`src/rtl/common_pkg.sv`:
```
// Shared types and constants for the iterative divider: operation codes,
// controller states and the fixed issue-to-done latency.
package common_pkg;

    typedef enum logic [1:0] {
        DIV_S = 2'b00,
        DIV_U = 2'b01,
        REM_S = 2'b10,
        REM_U = 2'b11
    } div_op_t;

    typedef enum logic [2:0] {
        IDLE = 3'd0,
        PREP = 3'd1,
        CALC = 3'd2,
        FIX  = 3'd3,
        DONE = 3'd4
    } div_state_t;

    localparam int DIV_LATENCY = 35;

endpackage

```
`src/rtl/div_unit_step.sv`:
```
// One radix-2 restoring iteration: shift {rem,quot} left and trial-subtract the divisor.
module div_step #(
    parameter int WIDTH = 32
) (
    input  logic [WIDTH-1:0] rem_i,
    input  logic [WIDTH-1:0] quot_i,
    input  logic [WIDTH-1:0] divisor_i,
    output logic [WIDTH-1:0] rem_o,
    output logic [WIDTH-1:0] quot_o
);

    logic [WIDTH:0] rem_sh_s;
    logic [WIDTH:0] diff_s;

    // rem < divisor is invariant, so the top bit of the WIDTH+1 difference is its sign
    assign rem_sh_s = {rem_i, quot_i[WIDTH-1]};
    assign diff_s   = rem_sh_s - {1'b0, divisor_i};
    assign rem_o    = diff_s[WIDTH] ? rem_sh_s[WIDTH-1:0] : diff_s[WIDTH-1:0];
    assign quot_o   = {quot_i[WIDTH-2:0], ~diff_s[WIDTH]};

endmodule

```
`src/rtl/div_unit.sv`:
```
// RV32M DIV/DIVU/REM/REMU iterative restoring divider with start/busy/done handshake.
// Optional build macro: DIV_FAST_SPECIAL_EN (divide-by-zero and overflow finish from PREP).
module div_unit
    import common_pkg::*;
#(
    parameter int WIDTH = 32,
    parameter int CNT_W = $clog2(WIDTH) + 1
) (
    input  logic             clk,
    input  logic             rst_n,
    input  logic             start,
    input  div_op_t          div_op,
    input  logic [WIDTH-1:0] dividend,
    input  logic [WIDTH-1:0] divisor,
    output logic [WIDTH-1:0] result,
    output logic             busy,
    output logic             done,
    output logic             insert_bubble
);

    localparam logic [WIDTH-1:0] MIN_NEG  = {1'b1, {(WIDTH-1){1'b0}}};
    localparam logic [CNT_W-1:0] CNT_LAST = CNT_W'(WIDTH - 1);

    div_state_t       state_q, state_d;
    div_op_t          op_q, op_d;
    logic [WIDTH-1:0] a_q, a_d, b_q, b_d;
    logic [WIDTH-1:0] rem_q, rem_d, quot_q, quot_d, result_q, result_d;
    logic [CNT_W-1:0] cnt_q, cnt_d;
    logic             qneg_q, qneg_d, rneg_q, rneg_d, dz_q, dz_d, ovf_q, ovf_d;

    logic [WIDTH-1:0] rem_step_s, quot_step_s;
    logic             signed_s, is_div_s, a_neg_s, b_neg_s, prep_dz_s, prep_ovf_s;

    // Result for divide-by-zero / overflow; a_q always holds the original dividend
    function automatic logic [WIDTH-1:0] special_result(input logic is_div,
                                                        input logic dz,
                                                        input logic [WIDTH-1:0] a);
        if (dz) begin
            return is_div ? {WIDTH{1'b1}} : a;
        end else begin
            return is_div ? MIN_NEG : {WIDTH{1'b0}};
        end
    endfunction

    div_step #(.WIDTH(WIDTH)) u_step (
        .rem_i     (rem_q),
        .quot_i    (quot_q),
        .divisor_i (b_q),
        .rem_o     (rem_step_s),
        .quot_o    (quot_step_s)
    );

    assign signed_s   = ~op_q[0];
    assign is_div_s   = ~op_q[1];
    assign a_neg_s    = signed_s & a_q[WIDTH-1];
    assign b_neg_s    = signed_s & b_q[WIDTH-1];
    assign prep_dz_s  = (b_q == {WIDTH{1'b0}});
    assign prep_ovf_s = signed_s && (a_q == MIN_NEG) && (b_q == {WIDTH{1'b1}});

    // Next-state and datapath update
    always_comb begin
        state_d  = state_q;
        op_d     = op_q;
        a_d      = a_q;
        b_d      = b_q;
        rem_d    = rem_q;
        quot_d   = quot_q;
        result_d = result_q;
        cnt_d    = cnt_q;
        qneg_d   = qneg_q;
        rneg_d   = rneg_q;
        dz_d     = dz_q;
        ovf_d    = ovf_q;
        case (state_q)
            IDLE: begin
                if (start) begin
                    op_d    = div_op;
                    a_d     = dividend;
                    b_d     = divisor;
                    state_d = PREP;
                end else begin
                    state_d = IDLE;
                end
            end
            PREP: begin
                qneg_d = a_neg_s ^ b_neg_s;
                rneg_d = a_neg_s;
                b_d    = b_neg_s ? -b_q : b_q;
                quot_d = a_neg_s ? -a_q : a_q;
                rem_d  = {WIDTH{1'b0}};
                cnt_d  = {CNT_W{1'b0}};
                dz_d   = prep_dz_s;
                ovf_d  = prep_ovf_s;
`ifdef DIV_FAST_SPECIAL_EN
                if (prep_dz_s || prep_ovf_s) begin
                    result_d = special_result(is_div_s, prep_dz_s, a_q);
                    state_d  = DONE;
                end else begin
                    state_d = CALC;
                end
`else
                state_d = CALC;
`endif
            end
            CALC: begin
                rem_d  = rem_step_s;
                quot_d = quot_step_s;
                cnt_d  = cnt_q + CNT_W'(1);
                if (cnt_q == CNT_LAST) begin
                    state_d = FIX;
                end else begin
                    state_d = CALC;
                end
            end
            FIX: begin
                if (dz_q || ovf_q) begin
                    result_d = special_result(is_div_s, dz_q, a_q);
                end else if (is_div_s) begin
                    result_d = qneg_q ? -quot_q : quot_q;
                end else begin
                    result_d = rneg_q ? -rem_q : rem_q;
                end
                state_d = DONE;
            end
            DONE:    state_d = IDLE;
            default: state_d = IDLE;
        endcase
    end

    // State and datapath registers with synchronous active-low reset
    always_ff @(posedge clk) begin
        if (!rst_n) begin
            state_q  <= IDLE;
            op_q     <= DIV_S;
            a_q      <= {WIDTH{1'b0}};
            b_q      <= {WIDTH{1'b0}};
            rem_q    <= {WIDTH{1'b0}};
            quot_q   <= {WIDTH{1'b0}};
            result_q <= {WIDTH{1'b0}};
            cnt_q    <= {CNT_W{1'b0}};
            qneg_q   <= 1'b0;
            rneg_q   <= 1'b0;
            dz_q     <= 1'b0;
            ovf_q    <= 1'b0;
        end else begin
            state_q  <= state_d;
            op_q     <= op_d;
            a_q      <= a_d;
            b_q      <= b_d;
            rem_q    <= rem_d;
            quot_q   <= quot_d;
            result_q <= result_d;
            cnt_q    <= cnt_d;
            qneg_q   <= qneg_d;
            rneg_q   <= rneg_d;
            dz_q     <= dz_d;
            ovf_q    <= ovf_d;
        end
    end

    assign result        = result_q;
    assign busy          = (state_q != IDLE);
    assign done          = (state_q == DONE);
    assign insert_bubble = ((state_q == IDLE) && start) || (state_q == PREP) ||
                           (state_q == CALC) || (state_q == FIX);

endmodule

```
`config.mk`:
```
export PLATFORM = sky130hd
export DESIGN_NAME = div_unit
export DESIGN_NICKNAME = d
export VERILOG_FILES = /design/src/rtl/common_pkg.sv /design/src/rtl/div_unit_step.sv /design/src/rtl/div_unit.sv
export SDC_FILE = /design/constraint.sdc
export NUM_CORES = 1
export LEC_CHECK = 0
export BUFFER_PORTS_ARGS = -buffer_cell sky130_fd_sc_hd__buf_2
export CORE_MARGIN = 2
export CORE_UTILIZATION = 65
export DETAILED_ROUTE_END_ITERATION = 8
export PLACE_DENSITY = 0.86
export REMOVE_ABC_BUFFERS = 1
export SLEW_MARGIN = 20
export SYNTH_ARGS = -nofsm -noshare
export SYNTH_HDL_FRONTEND = slang
export SYNTH_SLANG_ARGS = --single-unit
export TNS_END_PERCENT = 20
```
`constraint.sdc`:
```
create_clock -name clk -period 5.3 [get_ports clk]
set_input_delay 0.53 -clock clk [delete_from_list [all_inputs] [get_ports clk]]
set_output_delay 0.53 -clock clk [all_outputs]
set_load 0.02 [all_outputs]
```
# Word-level counts from Yosys, hierarchy flattened
# Cells that the tools add are included.
# Widths: inputs -> output; s select.
# word_totals
ff_bits,175
input_bits,69
elab_cells,64
# op_classes
add_sub_neg,6
eq_ne,9
muxes,18
bitwise_logic,5
n_reduce_logical,14
# ops
operator,count
$mux 32,11
$pmux 32 s2,3
$neg 32->32,4
$eq 32x32->1 const B,2
$sub 33x32->33,1
$logic_not 32->1,1
$pmux 3 s4,1
$pmux 6 s2,1
$add 6x1->6 const B,1
$eq 3x2->1 const B,2
$eq 6x5->1 const B,1
$logic_or 1x1->1,4
$ne 2x2->1 const B,2
$reduce_bool 2->1,2
$eq 3x1->1 const B,1
$eq 3x3->1 const B,1
$logic_and 1x1->1,3
$logic_not 3->1,1
$reduce_and 3->1,1
$reduce_bool 3->1,1
$and 1x1->1,2
$mux 1,2
$not 1->1,2
$reduce_and 2->1,1
$xor 1x1->1,1

# Depth between registers and ports, before layout
# Gate-level depths: netlist (run 1).
# depth
ltp_word,5
depth_mapped,15
mapped_depth_nobuf,12

# Modules after synthesis
# Synthesis (run 1) repeated with hierarchy kept, for this count alone.
# unflattened
cells_unflattened,1668
hier_area_um2,12872.3
# modules_own_cells
module,instances,cells_per_inst,area_each_um2,seq_area_each_um2
div_unit,1,1326,10383.7,3503.4
div_step,1,342,2488.6,0.0

# Least setup slack after synthesis (run 1)
# Ideal clock, no wire load.
# synth_timing
path_type,reg2reg
start,reg rem_q[24]
end,reg rem_q[0]
setup_ps,117
arrival_ps,3012
required_time_ps,5183
setup_slack_ps,2171
path_stages_with_launch,13
n_path_buf,3
period_less_slack_ps,3129
path_cell_list,dfxtp_1 -> ha_1 -> clkbuf_1 -> a211oi_1 -> o21ai_0 -> a221oi_1 -> o21ai_0 -> or2_2 -> o221ai_1 -> clkbuf_1 -> clkbuf_1 -> o21ai_0 -> a22o_1
# synth_via
elab_chain_cells,3
# synth_rtl
item,line,rtl
start: declaration,div_unit.sv:27,"logic [WIDTH-1:0] rem_q, rem_d, quot_q, quot_d, result_q, result_d;"
start signal: assignment,div_unit.sv:137,rem_q <= {WIDTH{1'b0}};
start signal: assignment,div_unit.sv:150,rem_q <= rem_d;
$sub 33x32->33,div_unit_step.sv:17,"assign diff_s = rem_sh_s - {1'b0, divisor_i};"
$mux 32,div_unit_step.sv:18,assign rem_o = diff_s[WIDTH] ? rem_sh_s[WIDTH-1:0] : diff_s[WIDTH-1:0];
$pmux 32 s2,div_unit.sv:74,case (state_q)
# Every way passes these cells.
# A chain may end at the register's enable or synchronous reset.

# Worst setup path in the final report (run 1)
# layout_timing
start,reg quot_q[31]
end,reg rem_q[26]
# layout_via
elab_chain_cells,3
# layout_rtl
item,line,rtl
start: declaration,div_unit.sv:27,
start signal: assignment,div_unit.sv:138,quot_q <= {WIDTH{1'b0}};
start signal: assignment,div_unit.sv:151,quot_q <= quot_d;
$sub 33x32->33,div_unit_step.sv:17,
$mux 32,div_unit_step.sv:18,
$pmux 32 s2,div_unit.sv:74,
# Every way passes these cells.

==> summary.txt, run 1 <==
Yosys
  • Mapped cell area: 11800 um2
  • Largest area contributor in the netlist: dfxtp_1
  • Syn Inst Count: 1584
  • Yosys cell types: 73
  • Most common cell in the netlist: nand2_1
  • Top post-synthesis cells by area: dfxtp_1, o21ai_0, nand2_1
  • Share of flip-flops with an asynchronous set or reset: 0%
  • Post-synth EDFFs: 0
  • Post-synth top area share: 29.6%
  • Syn. warnings: 0
  • Post-synth top cells: nand2_1, dfxtp_1, o21ai_0, a21oi_1, clkbuf_1
  • Seq/Total Area, Yosys: 29.6%
  • Syn Area/Cell: 7.48 um2
  • Flops & latches, synth: 175
  • Synth Flop Type: dfxtp_1

Global route
  • Total global routing overflow: 0
  • Vias in the first global route: 11500
  • M3 GR Usage: 7.18%
  • First-pass GRT wire length: 56200 um
  • Largest net degree at the start of global routing: 80
  • GR Util met2: 57.3%
  • Initial antenna violation count: 1
  • GR met1 Demand/Resource: 45.1%
  • Grt peak-use layer: met2
  • GRT Util Overall: 34.9%

CTS
  • Post-cts resize count: 0
  • Cts bufs inserted: 17
  • Post-CTS Setup Inserts: 0
  • CTS tree: done
  • Clock transition at the registers of the reported paths: 0.07 ns
  • TritonCTS Sinks: 175
  • H-tree depth: 4
  • Clock tree root driver cell: clkbuf_16
  • CTS Buffer Depth: 2
  • Skew-Pair Late Insertion Delay: 0.44 ns
  • Post-CTS Hold Fix Bufs: 0

Detailed routing
  • Via density per instance: 6.55
  • Pre-antenna DRT Iters: 6
  • Drt drc: 0
  • Starting DRT DRC Count: 1521
  • Routed Wire Length: 34200 um
  • Routed WL per cell: 18.5 um
  • Vias: 12200
  • Final ANT Viol Nets: 0

Cells and area
  • Final instance area: 12900 um2
  • Final Core Density: 72.2%
  • Fin nets: 1721
  • Share of layout cells above drive strength 1: 11.0%
  • Area growth syn-to-layout: 9.06%

Critical path
  • Reg2Reg Depth: 13
  • Critical path type: flip-flop to flip-flop
  • Critical Path End Type: flip-flop
  • CP required: 5.66 ns
  • CP arrival: 4.01 ns
  • Worst Setup Start Kind: flip-flop
  • Worst-path fanout max: 48

Timing
  • Final cycle utilization of the critical path: 68.8%
  • RSZ-0062 raised after global routing: no
  • Clock Skews: 0.0120 ns
  • Fin Hold WS: 0.330 ns
  • Final setup viols: 0
  • Max_slew headroom: 25.1%
  • Total Neg Setup Slack: 0 ns
  • Fmax: 274 MHz
  • Hold Vio Cnt, Final: 0
  • Worst slew pin tran: 1.12 ns
  • Fin crit period: 3.65 ns
  • Max-slew violation count: 0

Pwr
  • Leak pwr: 5.21 nW
  • Pwr/cell area: 277 nW/um2
  • Total power draw: 0.00358 W
  • Worst vdd ir: 0.276 mV

Floorplan
  • Site Rows: 49
  • Die span in x: 139 um
  • Starting Density: 66.2%
  • IO Pins: 104
  • Die Ht: 139 um
  • Die footprint: 19300 um2
  • Core Footprint: 17900 um2

Place
  • Cell area after placement: 12400 um2
  • PortBufs: 103
  • Routability Congestion: 0.970
  • HPWL Detailed: 23900 um

Worst hold path
  • Hold Crit Class: primary input to flip-flop
  • Worst hold path depth: 3

Outcome
  • Outcome: completed

Flow run
  • Number of max-cap violations: 0
state kept, by name (all words and copies together) (netlist names), 2 cells and up:
signal   cells
b_q         32
op_q         2
quot_q      32
state_q      3
rem_q       32
result      32
a_q         32
cnt_q        6
cell type report:
class	instances	area, um2
Inverter	56	210
Antenna cell	1	2.50
Timing Repair Buffer	117	623
Multi-Input combinational cell	1246	7760
Tap cell	229	287
Fill cell	1447	4980
Sequential cell	175	3500
Clock inverter	11	86.3
Clock buffer	20	447
cell families after synthesis:
group           share of synthesized area (%)
flops                                    29.6
fa+ha+maj                                4.18
buf+inv                                  5.18
xor+xnor                                 8.72
compound gates                           29.3
simple gates                             22.3
mux                                     0.771
cells in the final DEF, fill, tap and decap left out, drive strengths merged, types with 6 or more instances in the layout:
master,count
nand4,18
and2,30
nor3,36
or2,9
a21boi,53
dfxtp,175
ha,38
nand3,24
buf,117
mux2i,8
o22ai,10
nor3b,6
o221ai,11
clkbuf,20
o31ai,27
a221oi,7
nand2b,17
o211ai,8
or3,16
a22o,18
xnor2,66
clkinv,6
a21o,17
inv,59
a21oi,101
nor4,15
a222oi,8
a32oi,8
a31oi,13
o21ai,177
nor2b,27
nor2,91
a22oi,34
a211oi,9
o41ai,10
nand2,217
xor2,52
or4,21
per-stage QoR:
stage                     setup WS (ns)  instances
after floorplan                   0.763       1477
after global placement             1.82       1823
after detailed placement           1.75       1823
after CTS                          1.73       1854
after global routing               1.42       1854
final                              1.65       1855
path summary, 6_finish.rpt:
kind / start / endpoint / slack (ns)
max: quot_q[31] / rem_q[26] / 1.65
min: dividend[5] / a_q[5] / 0.33
max reg2reg: quot_q[31] / rem_q[26] / 1.65
min reg2reg: result[21] / result[21] / 0.44
critical path, cell delays in order, from the launching register on:
cell and delay [ns]:
dfxtp_1 0.37, inv_1 0.15, ha_1 0.25, fa_1 0.41
nand2b_1 0.18, a21oi_1 0.20, o21ai_0 0.21, a31oi_1 0.41
nor2_1 0.16, o221ai_4 0.21, buf_4 0.44, and2_1 0.33
a22oi_1 0.11, o21ai_0 0.13
report_power, final:
part,switching [W],internal (W),total (W)
logic,0.000582,0.000355,0.000937
registers,0.000102,0.00138,0.00148
clock network,0.000551,0.000615,0.00117
total,0.00124,0.00235,0.00358
layer usage:
layer / up-vias / wire (um)
met1: 5619 / 14400
met4: 0 / 1080
met3: 102 / 3080
met5: - / 0
met2: 675 / 15700
li1: 5761 / -
(Power assumes the default switching activity.)
==> run 2: changes to the inputs <==
--- a/config.mk
+++ b/config.mk
@@ -5,11 +5,12 @@
 export SDC_FILE = /design/constraint.sdc
 export NUM_CORES = 1
 export LEC_CHECK = 0
+export ABC_AREA = 1
 export BUFFER_PORTS_ARGS = -buffer_cell sky130_fd_sc_hd__buf_2
 export CORE_MARGIN = 2
-export CORE_UTILIZATION = 65
+export CORE_UTILIZATION = 62
 export DETAILED_ROUTE_END_ITERATION = 8
-export PLACE_DENSITY = 0.86
+export PLACE_DENSITY = 0.82
 export REMOVE_ABC_BUFFERS = 1
 export SLEW_MARGIN = 20
 export SYNTH_ARGS = -nofsm -noshare
==> constraint.sdc (replaced) <==
create_clock -name clk -period 3.8 [get_ports clk]
set_input_delay 0.38 -clock clk [delete_from_list [all_inputs] [get_ports clk]]
set_output_delay 0.38 -clock clk [all_outputs]
set_load 0.02 [all_outputs]
==> run 2 against run 1 <==
Effect of this change:
- cell count grew 45%
- worst setup slack lost 0.71 ns
- largest cell class unchanged
- sequential share of layout area shrank 3.7 points
- register-to-register slack lost 0.71 ns
- utilization shrank 3.5 points
- flip-flop and latch count is the same
- design area grew 16%
- sequential power grew 41%
- non-clock buffer count grew 2
- critical path type unchanged
- highest routed layer unchanged
==> summary.txt, run 2 <==
CTS
  • Post-CTS Hold Fix Bufs: 0 (unchanged)
  • Post-CTS Setup Inserts: 0 (unchanged)
  • Cts bufs inserted: 17 (unchanged)
  • Post-cts resize count: 0 (unchanged)
  • Clock tree root driver cell: clkbuf_16 (unchanged)
  • Skew-Pair Late Insertion Delay: 0.46 ns (was 0.44 ns)
  • CTS Buffer Depth: 2 (unchanged)
  • CTS tree: done (unchanged)
  • Clock transition at the registers of the reported paths: 0.09 ns (was 0.07 ns)
  • H-tree depth: 4 (unchanged)
  • TritonCTS Sinks: 175 (unchanged)

Yosys
  • Post-synth top cells: nand2_1, inv_1, nand3_1, nor2_1, o21ai_0 (was nand2_1, dfxtp_1, o21ai_0, a21oi_1, clkbuf_1)
  • Post-synth top area share: 25.5% (was 29.6%)
  • Share of flip-flops with an asynchronous set or reset: 0% (unchanged)
  • Top post-synthesis cells by area: dfxtp_1, nand2_1, nand3_1 (was dfxtp_1, o21ai_0, nand2_1)
  • Flops & latches, synth: 175 (unchanged)
  • Syn Area/Cell: 5.83 um2 (was 7.48 um2)
  • XOR/XNOR Fraction of Synth Area: 1.46% (was 8.72%)
  • Largest area contributor in the netlist: dfxtp_1 (unchanged)
  • Syn Inst Count: 2361 (was 1584)
  • Post-synthesis mux area share: 0% (was 0.771%)
  • Yosys cell types: 54 (was 73)
  • Mapped cell area: 13800 um2 (was 11800 um2)
  • Synth Flop Type: dfxtp_1 (unchanged)
  • Syn. warnings: 0 (unchanged)
  • Post-Synth Simple-Gate Area: 39.0% (was 22.3%)
  • Seq/Total Area, Yosys: 25.5% (was 29.6%)
  • Most common cell in the netlist: nand2_1 (unchanged)
  • Post-synth EDFFs: 0 (unchanged)
  • Adder-cell share of the synthesized area: 3.60% (was 4.18%)
  • Largest family of logic cells by synthesized area: simple AND/OR/NAND/NOR gates (was compound AO/OA/AOI/OAI gates)
  • Compound-gate portion of the synthesized area: 18.9% (was 29.3%)

Outcome
  • Outcome: completed (unchanged)

Detailed routing
  • Metal2 WL: 20500 um (was 15700 um)
  • Routed met1 length: 19700 um (was 14400 um)
  • Final ANT Viol Nets: 0 (unchanged)
  • DR WL met3: 5510 um (was 3080 um)
  • Vias: 16400 (was 12200)
  • Starting DRT DRC Count: 2228 (was 1521)
  • Routed WL per cell: 17.4 um (was 18.5 um)
  • Drt drc: 0 (unchanged)
  • Pre-antenna DRT Iters: 7 (was 6)
  • Via density per instance: 6.09 (was 6.55)
  • Top Metal Used: met4 (unchanged)
  • Routed Wire Length: 47000 um (was 34200 um)

Critical path
  • Cell Chain, Critical Path: inv_1 -> ha_1 -> nand2_2 -> inv_2 -> nand2_1 -> nand2_1 -> inv_1 -> nand2_1 -> a21oi_4 -> nand3_4 -> nand2_4 -> nand3_1 -> nand2_1 -> a21oi_1 (was inv_1 -> ha_1 -> fa_1 -> nand2b_1 -> a21oi_1 -> o21ai_0 -> a31oi_1 -> nor2_1 -> o221ai_4 -> buf_4 -> and2_1 -> a22oi_1 -> o21ai_0)
  • CP bufs+invs: 3 (was 2)
  • CP delay by family, top: simple AND/OR/NAND/NOR gates (was compound AO/OA/AOI/OAI gates)
  • Most frequent CP cell: nand2_1 (was o21ai_0)
  • Critical Path End Type: flip-flop (unchanged)
  • Slowest-stage cell, CP: dfxtp_1 (was buf_4)
  • Worst Setup Start Kind: flip-flop (unchanged)
  • CP required: 4.09 ns (was 5.66 ns)
  • Crit path launch: b_q[22] (was quot_q[31])
  • Worst-path fanout max: 25 (was 48)
  • CP arrival: 3.15 ns (was 4.01 ns)
  • Slowest stage delay, CP: 0.43 ns (was 0.44 ns)
  • FF-to-FF Start: b_q[22] (was quot_q[31])
  • Critical path type: flip-flop to flip-flop (unchanged)

Floorplan
  • Die Ht: 153 um (was 139 um)
  • IO Pins: 104 (unchanged)
  • Die span in x: 153 um (was 139 um)
  • Starting Density: 63.0% (was 66.2%)
  • Core Footprint: 21800 um2 (was 17900 um2)
  • Site Rows: 54 (was 49)
  • Die footprint: 23400 um2 (was 19300 um2)

Timing
  • Worst slew pin tran: 1.02 ns (was 1.12 ns)
  • Max-slew violation count: 0 (unchanged)
  • Final cycle utilization of the critical path: 75.3% (was 68.8%)
  • Fin Hold WS: 0.151 ns (was 0.330 ns)
  • Max_slew headroom: 31.9% (was 25.1%)
  • RSZ-0062 raised after global routing: no (unchanged)
  • Clock Skews: 0.0242 ns (was 0.0120 ns)
  • Hold Vio Cnt, Final: 0 (unchanged)
  • Fmax: 349 MHz (was 274 MHz)
  • Fin crit period: 2.86 ns (was 3.65 ns)
  • Final setup viols: 0 (unchanged)
  • Total Neg Setup Slack: 0 ns (unchanged)

Cells and area
  • Commonest non-fill, non-tap cell in the layout: nand2_1 (unchanged)
  • Fin nets: 2514 (was 1721)
  • Area growth syn-to-layout: 8.98% (was 9.06%)
  • Antenna cell count: 0 (was 1)
  • Share of layout cells above drive strength 1: 9.43% (was 11.0%)
  • Commonest non-fill, non-tap cells in the layout: nand2_1, inv_1, nand3_1, nor2_1, o21ai_0 (was nand2_1, dfxtp_1, o21ai_0, buf_2, a21oi_1)

Global route
  • GRT Util Overall: 39.3% (was 34.9%)
  • First-pass GRT wire length: 74700 um (was 56200 um)
  • Vias in the first global route: 14600 (was 11500)
  • Total global routing overflow: 0 (unchanged)
  • Initial antenna violation count: 1 (unchanged)
  • Largest net degree at the start of global routing: 81 (was 80)

Worst hold path
  • Hold Crit Class: primary input to flip-flop (unchanged)
  • Hold path start: dividend[16] (was dividend[5])

Place
  • HPWL Detailed: 35500 um (was 23900 um)
  • PortBufs: 103 (unchanged)
  • Routability Congestion: 1.01 (was 0.970)

Pwr
  • Worst vdd ir: 0.297 mV (was 0.276 mV)
  • Leak pwr: 7.31 nW (was 5.21 nW)
  • Pwr/cell area: 419 nW/um2 (was 277 nW/um2)

Flow run
  • Number of max-cap violations: 0 (unchanged)
run 2: changes by cell type after synthesis, moves of 25 or more:
cell	previous run	this run
a21boi_0	52	0
a21oi_1	101	173
a22oi_1	34	1
a31oi_1	13	47
and2_1	30	5
clkbuf_1	95	63
inv_1	55	294
nand2_1	217	656
nand3_1	24	246
nor2_1	91	211
nor2b_1	27	0
xnor2_1	66	14
xor2_1	52	9
run 2: final cells by class:
class / instances / area (um2)
Clock inverter: 15 / 204
Clock buffer: 17 / 425
Tap cell: 280 / 350
Inverter: 314 / 1180
Fill cell: 2012 / 6830
Sequential cell: 175 / 3500
Multi-Input combinational cell: 1779 / 8680
Timing Repair Buffer: 119 / 648
run 2: final timing paths:
check                           cells past startpoint  slack [ns]         to
worst max-delay path                               14        0.94  rem_q[29]
worst min-delay path                                3        0.15    a_q[16]
worst max register to register                     14        0.94  rem_q[29]
worst min register to register                      2        0.47    b_q[25]
run 2: cell families (layout without fill, tap and decap cells):
logic type | Yosys count | after routing
AO/OA/AOI/OAI | 475 | 475
XOR/XNOR | 23 | 23
adder cells (fa/ha/maj) | 39 | 39
buffers and inverters | 407 | 465
flip-flops | 175 | 175
AND/OR/NAND/NOR | 1242 | 1242
run 2: tightest hold or removal path, delay by kind of cell:
| family | cells | cell delay (ns) |
|---|---|---|
| simple gates | 2 | 0.11 |
| buf+inv | 1 | 0.08 |
run 2: layer usage:
metal | up-vias | GRT usage (%)
met3 | 126 | 8.79
met4 | 0 | 12.7
met2 | 989 | 60.5
li1 | 7855 | -
met5 | - | 0
met1 | 7458 | 54.8
run 2: power breakdown:
group / internal (W) / total (W) / leakage [nW] / switching (W)
Sequential: 0.00195 / 0.00208 / 1.43 / 0.000138
Clock: 0.000909 / 0.00188 / 0.302 / 0.000967
Combinational: 0.000674 / 0.00232 / 5.58 / 0.00165
Total: 0.00353 / 0.00628 / 7.31 / 0.00275
run 2: per-stage QoR:
step           worst slack [ns]  instances  power (W)  util (%)  cell area [um2]
6_report                  0.939       2699    0.00628      68.7            15000
5_1_grt                   0.730       2699    0.00659      68.7            15000
4_1_cts                   0.996       2699    0.00619      68.7            15000
3_5_place_dp               1.03       2667    0.00434      65.8            14400
3_3_place_gp               1.11       2667    0.00430      65.8            14400
2_1_floorplan            0.0740       2268    0.00366         -            13300
==> run 3: changes to the inputs <==
--- a/config.mk
+++ b/config.mk
@@ -8,9 +8,9 @@
 export ABC_AREA = 1
 export BUFFER_PORTS_ARGS = -buffer_cell sky130_fd_sc_hd__buf_2
 export CORE_MARGIN = 2
-export CORE_UTILIZATION = 62
+export CORE_UTILIZATION = 56
 export DETAILED_ROUTE_END_ITERATION = 8
-export PLACE_DENSITY = 0.82
+export PLACE_DENSITY = 0.78
 export REMOVE_ABC_BUFFERS = 1
 export SLEW_MARGIN = 20
 export SYNTH_ARGS = -nofsm -noshare
==> constraint.sdc (replaced) <==
create_clock -name clk -period 2.6 [get_ports clk]
set_input_delay 0.26 -clock clk [delete_from_list [all_inputs] [get_ports clk]]
set_output_delay 0.26 -clock clk [all_outputs]
set_load 0.02 [all_outputs]
==> run 3 against run 2 <==
Effect of this change:
- cell count increased by 3.4%
- design area increased by 3.5%
- worst setup slack got worse by 0.79 ns
- flip-flop and latch count unchanged
- highest routed layer unchanged
- via count decreased by 0.69%
- utilization decreased by 4.7 points
- clock skew decreased by 0.0037 ns
- critical path depth increased by 2
- sequential power increased by 46%
- first-iteration DRC count decreased by 4.2%
- register-to-register slack got worse by 0.79 ns
- die area increased by 10%
==> summary.txt, run 3 (synthesis results as in run 2) <==
Detailed routing
  • Pre-antenna DRT Iters: 6 (was 7)
  • Routed Wire Length: 49700 um (was 47000 um)
  • Vias: 16300 (was 16400)
  • Routed WL per cell: 17.8 um (was 17.4 um)
  • Final ANT Viol Nets: 0 (unchanged)
  • Starting DRT DRC Count: 2134 (was 2228)
  • Via density per instance: 5.85 (was 6.09)
  • Drt drc: 0 (unchanged)

Timing
  • Max_slew headroom: 30.0% (was 31.9%)
  • Fin crit period: 2.45 ns (was 2.86 ns)
  • Worst slew pin tran: 1.05 ns (was 1.02 ns)
  • Fmax: 408 MHz (was 349 MHz)
  • Final cycle utilization of the critical path: 94.2% (was 75.3%)
  • Max-slew violation count: 0 (unchanged)
  • Fin Hold WS: 0.0238 ns (was 0.151 ns)
  • Clock Skews: 0.0205 ns (was 0.0242 ns)
  • Hold Vio Cnt, Final: 0 (unchanged)
  • Final setup viols: 0 (unchanged)

Cells and area
  • Share of layout cells above drive strength 1: 11.6% (was 9.43%)
  • Commonest non-fill, non-tap cells in the layout: nand2_1, inv_1, nand3_1, nor2_1, o21ai_0 (unchanged)
  • Fillers: 2331 (was 2012)
  • Final Core Density: 64.0% (was 68.7%)
  • Fin nets: 2561 (was 2514)
  • Final instance area: 15500 um2 (was 15000 um2)
  • Post-Layout Cell Count: 2791 (was 2699)
  • Area growth syn-to-layout: 12.8% (was 8.98%)
  • Commonest non-fill, non-tap cell in the layout: nand2_1 (unchanged)

CTS
  • Skew-Pair Late Insertion Delay: 0.46 ns (about the same)
  • Clock tree root driver cell: clkbuf_16 (unchanged)
  • TritonCTS Sinks: 175 (unchanged)
  • Cts bufs inserted: 17 (unchanged)
  • CTS Buffer Depth: 2 (unchanged)
  • Clock transition at the registers of the reported paths: 0.09 ns (about the same)
  • CTS tree: done (unchanged)
  • H-tree depth: 4 (unchanged)

Place
  • Cell area after placement: 14800 um2 (was 14400 um2)
  • Routability Congestion: 1.01 (about the same)
  • HPWL Detailed: 38200 um (was 35500 um)
  • Placed Cells: 2758 (was 2667)
  • PortBufs: 103 (unchanged)

Global route
  • First-pass GRT wire length: 77800 um (was 74700 um)
  • Initial antenna violation count: 1 (unchanged)
  • GRT Util Overall: 37.9% (was 39.3%)
  • Vias in the first global route: 14500 (was 14600)
  • Largest net degree at the start of global routing: 81 (unchanged)
  • Total global routing overflow: 0 (unchanged)

Pwr
  • Power share of the clock group: 29.8% (was 29.9%)
  • P_int: 0.00535 W (was 0.00353 W)
  • Comb pwr share: 38.0% (was 37.0%)
  • Leak pwr: 7.58 nW (was 7.31 nW)
  • Reg power frac: 32.1% (was 33.2%)
  • Switching power: 0.00408 W (was 0.00275 W)
  • Pwr/cell area: 608 nW/um2 (was 419 nW/um2)
  • Worst vdd ir: 0.376 mV (was 0.297 mV)
  • Sw Ratio: 43.3% (was 43.8%)

Floorplan
  • Core Footprint: 24200 um2 (was 21800 um2)
  • Starting Density: 56.7% (was 63.0%)
  • Die span in x: 161 um (was 153 um)
  • Die footprint: 25800 um2 (was 23400 um2)
  • Site Rows: 57 (was 54)
  • IO Pins: 104 (unchanged)
  • Die Ht: 161 um (was 153 um)

Critical path
  • Worst-path fanout max: 23 (was 25)
  • Worst Setup Start Kind: flip-flop (unchanged)
  • CP required: 2.98 ns (was 4.09 ns)
  • Critical path type: flip-flop to flip-flop (unchanged)
  • CP arrival: 2.83 ns (was 3.15 ns)
  • Worst reg2reg setup slack: 0.15 ns (was 0.94 ns)
  • Critical Path End Type: flip-flop (unchanged)

Outcome
  • Outcome: completed (unchanged)

Flow run
  • Number of max-cap violations: 0 (unchanged)

Worst hold path
  • Hold Crit Class: primary input to flip-flop (unchanged)
[run 3: power groups by stage]
stage	logic, W	registers, W	clock network [W]
floorplan	0.00229	0.00307	0
global placement	0.00338	0.00308	0
detailed placement	0.00341	0.00308	0
CTS	0.00343	0.00302	0.00284
global route	0.00395	0.00305	0.00292
finish	0.00359	0.00303	0.00282
[run 3: path summary, 6_finish.rpt]
check / from / end / cells after the start
setup / recovery: rem_q[0] / rem_q[16] / 16
hold / removal: divisor[2] / b_q[2] / 3
setup reg to reg: rem_q[0] / rem_q[16] / 16
hold reg to reg: b_q[25] / b_q[25] / 2
[run 3: routing by layer]
metal  routed length, um  vias to the layer above  global-route usage [%]
met1               21900                     7407                    54.6
met2               20500                      868                    54.8
met3                5840                      106                    10.4
li1                    -                     7933                       -
met4                1490                        0                    12.0
met5                   0                        -                       0
[run 3: repair_timing]
action	4_1_cts	5_1_grt
resized for setup	0	16
hold buffers	0	0
endpoints found under the setup margin	0	34
buffers inserted	0	0
[run 3: layout make-up]
type                       count  area, um2  share of cell area [%]
multi-input combinational   1779       8730                    56.3
clock inverter                15        208                    1.34
inverter                     314       1180                    7.60
sequential                   175       3510                    22.6
clock buffer                  17        425                    2.74
tap                          324        405                    2.61
timing repair buffer         166       1060                    6.82
antenna                        1       2.50                  0.0161
[run 3: worst max-delay path: stages, from the launching register on]
cell	delay (ns)
dfxtp_1	0.45
inv_2	0.13
fa_1	0.44
inv_1	0.08
nand2_1	0.05
nand2_1	0.08
nand3_1	0.09
nand2_2	0.14
nand2_2	0.08
nand2_4	0.08
nand2_4	0.07
nand2_4	0.11
nand2_8	0.07
buf_8	0.18
nand3_1	0.09
nand3_1	0.10
a21oi_2	0.15
[run 3: per-stage QoR]
step                      setup slack, ns  total power [W]  setup TNS [ns]
after floorplan                     -1.13          0.00535          -90.01
after global placement              0.182          0.00646               0
after detailed placement            0.138          0.00649               0
after CTS                          0.0999          0.00929               0
after global routing             -0.00177          0.00992        -0.00177
final                               0.151          0.00944               0
